### config.mk
export PLATFORM = sky130hd
export DESIGN_NAME = seq_detector_param
export DESIGN_NICKNAME = d
export VERILOG_FILES = /design/src/rtl/seq_detector_param.sv
export SDC_FILE = /design/constraint.sdc
export NUM_CORES = 1
export LEC_CHECK = 0
export BUFFER_PORTS_ARGS = -buffer_cell sky130_fd_sc_hd__buf_2
export CAP_MARGIN = 20
export CORE_MARGIN = 4
export CORE_UTILIZATION = 40
export DETAILED_ROUTE_END_ITERATION = 8
export PLACE_DENSITY = 0.69
export SLEW_MARGIN = 20
export SYNTH_ARGS = -nofsm -noshare
export SYNTH_HDL_FRONTEND = slang
export SYNTH_SLANG_ARGS = --single-unit
### constraint.sdc
create_clock -name clk -period 3.2 [get_ports clk]
set_input_delay 0.48 -clock clk [delete_from_list [all_inputs] [get_ports clk]]
set_output_delay 0.48 -clock clk [all_outputs]
set_load 0.05 [all_outputs]
### src/rtl/seq_detector_param.sv
// Runtime-configurable serial pattern detector with a registered one-cycle match pulse and a saturating hit counter.
// The pattern is compared right-aligned against a shift history; a fill count stops matches on a partially filled history.
module seq_detector_param #(
  parameter int                 MAX_LEN     = 8,
  parameter int                 CNT_W       = 8,
  parameter int                 LEN_W       = $clog2(MAX_LEN + 1),
  parameter logic [MAX_LEN-1:0] DEF_PATTERN = MAX_LEN'(3'b111),
  parameter int                 DEF_LEN     = 3,
  parameter bit                 DEF_OVERLAP = 1'b0
) (
  input  logic               clk,
  input  logic               reset,
  input  logic               in_valid,
  input  logic               in,
  input  logic               cfg_load,
  input  logic [MAX_LEN-1:0] pattern,
  input  logic [LEN_W-1:0]   pat_len,
  input  logic               overlap,
  input  logic               count_clr,
  output logic               out,
  output logic [CNT_W-1:0]   match_count,
  output logic [LEN_W-1:0]   cfg_len
);

  logic [MAX_LEN-1:0] hist_q, hist_d;
  logic [MAX_LEN-1:0] pat_q, pat_d;
  logic [LEN_W-1:0]   fill_q, fill_d;
  logic [LEN_W-1:0]   len_q, len_d;
  logic               ovl_q, ovl_d;
  logic               out_q, out_d;
  logic [CNT_W-1:0]   cnt_q, cnt_d;

  logic [MAX_LEN-1:0] mask;
  logic [MAX_LEN-1:0] nh;
  logic [LEN_W-1:0]   nf;
  logic               match;

  always_comb begin
    mask = '0;
    for (int i = 0; i < MAX_LEN; i++) begin
      mask[i] = (i < int'(len_q));
    end
    nh    = {hist_q[MAX_LEN-2:0], in};
    nf    = (fill_q >= LEN_W'(MAX_LEN)) ? fill_q : fill_q + LEN_W'(1);
    // A load cycle discards the incoming bit, so it can never complete a match.
    match = in_valid && !cfg_load && (len_q != '0) && (nf >= len_q) &&
            (((nh ^ pat_q) & mask) == '0);

    hist_d = hist_q;
    fill_d = fill_q;
    pat_d  = pat_q;
    len_d  = len_q;
    ovl_d  = ovl_q;
    out_d  = match;

    if (cfg_load) begin
      pat_d  = pattern;
      len_d  = (pat_len > LEN_W'(MAX_LEN)) ? LEN_W'(MAX_LEN) : pat_len;
      ovl_d  = overlap;
      hist_d = '0;
      fill_d = '0;
    end else if (in_valid) begin
      hist_d = nh;
      fill_d = (match && !ovl_q) ? '0 : nf;
    end

    cnt_d = cnt_q;
    if (count_clr) begin
      cnt_d = '0;
    end else if (match && (cnt_q != '1)) begin
      cnt_d = cnt_q + CNT_W'(1);
    end
  end

  always_ff @(posedge clk or posedge reset) begin
    if (reset) begin
      hist_q <= '0;
      fill_q <= '0;
      pat_q  <= DEF_PATTERN;
      len_q  <= LEN_W'(DEF_LEN);
      ovl_q  <= DEF_OVERLAP;
      out_q  <= 1'b0;
      cnt_q  <= '0;
    end else begin
      hist_q <= hist_d;
      fill_q <= fill_d;
      pat_q  <= pat_d;
      len_q  <= len_d;
      ovl_q  <= ovl_d;
      out_q  <= out_d;
      cnt_q  <= cnt_d;
    end
  end

  assign out         = out_q;
  assign match_count = cnt_q;
  assign cfg_len     = len_q;

endmodule

==> flow_summary.toml <==
[worst_setup_path]
reg2reg_slack_ps = 450
crit_buf_inv = 1
crit_chain = "inv_1, ha_1, mux2_2, ha_1, a2111o_1, o221ai_1, or4_4, or2_4, a32o_1"
crit_top_cell = "ha_1"
startpoint_type = "flop"
crit_family = "simple AND/OR/NAND/NOR gates"
critPathMaxFanout = 6
path_class = "reg2reg"
r2r_end = "fill_q[2]$_DFFE_PP0P_"
cp_data_required_time_ps = 3380
r2r_start = "fill_q[0]$_DFFE_PP0P_"
cpPeakStageDelay_ps = 530
reg2reg_depth = 9
crit_path_end_kind = "flop"
critPathSlowestCell = "or4_4"
arrival_ps = 2920

[sta]
maxSlewHeadroom = 0.567
fin_crit_ps = 2750
finalMaxSlewViolations = 0
fin_skew_ps = 5.29
fin_tns_setup_ps = 0
tightest_slew_ps = 649
finalHoldViolations = 0
finalSetupViolations = 0
hold_ws_ps = 272
fin_crit_sh = 0.859
rsz0062_at_grt = "false"
setup_slack_ps = 452
max_freq_mhz = 364

[grt]
grtUsageMet3 = 0.0383
grt.overflow.total = 0
busiest_layer = "met2"
gr-usage-all-layers = 0.135
grt_util_met2 = 0.209
use_met1 = 0.180
antenna_found_initial = 0
grt_pass1_vias = 1239
grt_max_degree = 28
grt_pass1_wl_um = 5580

[synthesis]
synth-seq-area-share = 0.486
synthMostInstantiatedCell = "dfrtp_1"
synth-async-reset-ratio = 1.00
syn-num-nets = 187
synthAdderAreaFrac = 0.0511
synth_top_area_share = 0.409
synthMuxAreaShare = 0.112
synthTopCellsByArea = "dfrtp_1 (41%), dfstp_2 (7.7%), mux2_2 (6.6%), ha_1 (5.1%), mux2i_1 (4.7%)"
syn_area_um2 = 1710
ys_warn_count = 0
syn_inst = 161
synth_common_cells = "dfrtp_1 (28), nor2_1 (14), a21oi_1 (10), mux2_2 (10), nand2_1 (10)"
synth_top_family_by_area = "simple AND/OR/NAND/NOR gates"
synth.distinct_cells = 36
yosys_most_used_dff = "dfrtp_1"
synth_simple_gate_area_frac = 0.134
avgSynthCellArea_um2 = 10.6
synth_xor_area_frac = 0.0562
synth_compound_area_frac = 0.123
yosysTopAreaCell = "dfrtp_1"
ys_ff_latch = 33
synth_edf_count = 0

[cells_and_area]
area_growth_pct = 17.2
fin_nets = 221
diodes = 0
drive_above_1_share = 0.306
design_area_um2 = 2010

[detailed_routing]
drcViolationCount = 0
vias = 1282
wl_um = 3350
wl_per_cell_um = 13.6
antenna_left = 0
drt-pass1-iter-count = 4
via_per_inst = 5.21
drtIter0Drc = 41

[floorplanning]
die_h_um = 73.4
core.rowCount = 23
start_util = 0.422
die_x_um = 73.4
ios = 32
die_area_um2 = 5390
core_um2 = 4060

[clock_tree]
cts_resized = 0
clock_path_buffers = 2
cts.sinks = 33
insertion_delay_ps = 280
htreeDepth = 2
clkTransAtPathRegs_ps = 70
post_cts_buffers = 0
cts_buffers = 5
cts_hold_buffers = 0
root_buffer = "clkbuf_8"
cts_tree = "built"

[placed_design]
post-dp-hpwl_um = 2500
placed_cell_area_um2 = 1920
dp_slack_ps = 459
io_buffers = 31
gp_congestion = 0.802

[job]
maxCapViolations = 0

[power]
worst_ir_drop_vdd_mv = 0.292
power_leakage_uw = 0.000941
power_density_nw_per_um2 = 442
power_uw = 888

[outcome]
status = "finished, final reports clean"

[min_path]
min_path_type = "in2async"
[kinds of logic (layout without fill, tap and decap cells)]
family / count (synthesis) / in the layout
AOI/OAI and AO/OA: 32 / 32
buffers and inverters: 16 / 51
xor gates and xnor gates: 11 / 11
muxes: 18 / 18
DFF: 33 / 33
adders and majority gates: 7 / 7
and+or+nand+nor: 44 / 44
[worst register-to-register path, delay by kind of cell, from the launching register on]
family / cells / cell delay (ps)
simple gates: 2 / 790
buf+inv: 1 / 90
fa+ha+maj: 2 / 560
flops: 1 / 450
compound gates: 3 / 470
mux: 1 / 270
[stage by stage]
step / std cells / utilization
6_report: 246 / 0.495
5_1_grt: 246 / 0.495
4_1_cts: 246 / 0.495
3_5_place_dp: 238 / 0.474
3_3_place_gp: 238 / 0.474
2_1_floorplan: 161 / -
[layout by cell type (no fill, tap or decap), types with 4 or more instances in the layout]
master / synthesis / final
buf_2: 2 / 31
dfrtp_1: 28 / 28
nor2_1: 14 / 14
a21oi_1: 10 / 10
nand2_1: 10 / 10
mux2_2: 10 / 10
inv_1: 9 / 9
xnor2_1: 9 / 9
mux2i_1: 8 / 8
ha_1: 7 / 7
o21ai_0: 6 / 6
or3_1: 5 / 5
dfstp_2: 5 / 5
clkbuf_8: 0 / 5
o22ai_1: 4 / 4
[worst max-delay path by stage]
stage / endpoint / start / cells past startpoint
2_1_floorplan: fill_q[3]$_DFFE_PP0P_ / fill_q[0]$_DFFE_PP0P_ / 9
3_3_place_gp: fill_q[2]$_DFFE_PP0P_ / fill_q[0]$_DFFE_PP0P_ / 9
3_5_place_dp: fill_q[1]$_DFFE_PP0P_ / fill_q[0]$_DFFE_PP0P_ / 9
4_1_cts: fill_q[1]$_DFFE_PP0P_ / fill_q[0]$_DFFE_PP0P_ / 9
5_1_grt: match_count[5]$_DFFE_PP0P_ / fill_q[0]$_DFFE_PP0P_ / 10
6_report: fill_q[2]$_DFFE_PP0P_ / fill_q[0]$_DFFE_PP0P_ / 9
[final cells by class]
class                   instances  area, um^2
clock buffers                   6        72.6
clock inverters                 2        10.0
fillers                       392        2050
inverters                       9        33.8
multi-input cells             112         818
flip-flops and latches         33         832
well taps                      50        62.6
repair buffers                 34         178
[flip-flops by register name (all words and copies together) (netlist names)]
signal       count
cfg_len          4
match_count      8
pat_q            8
out              1
ovl_q            1
fill_q           4
hist_q           7
[power by group]
part	leakage, uW	switching [uW]	internal [uW]
clock	0.0000450	148	150
sequential	0.000425	20.3	442
combinational	0.000471	69.1	58.4
total	0.000941	237	650
[per-layer routing]
metal / vias to the layer above / wire, um
li1: 639 / -
met1: 609 / 1520
met2: 29 / 1580
met3: 5 / 189
met4: 0 / 52
met5: - / 0
Note: power is estimated with default switching activity, not from simulation.
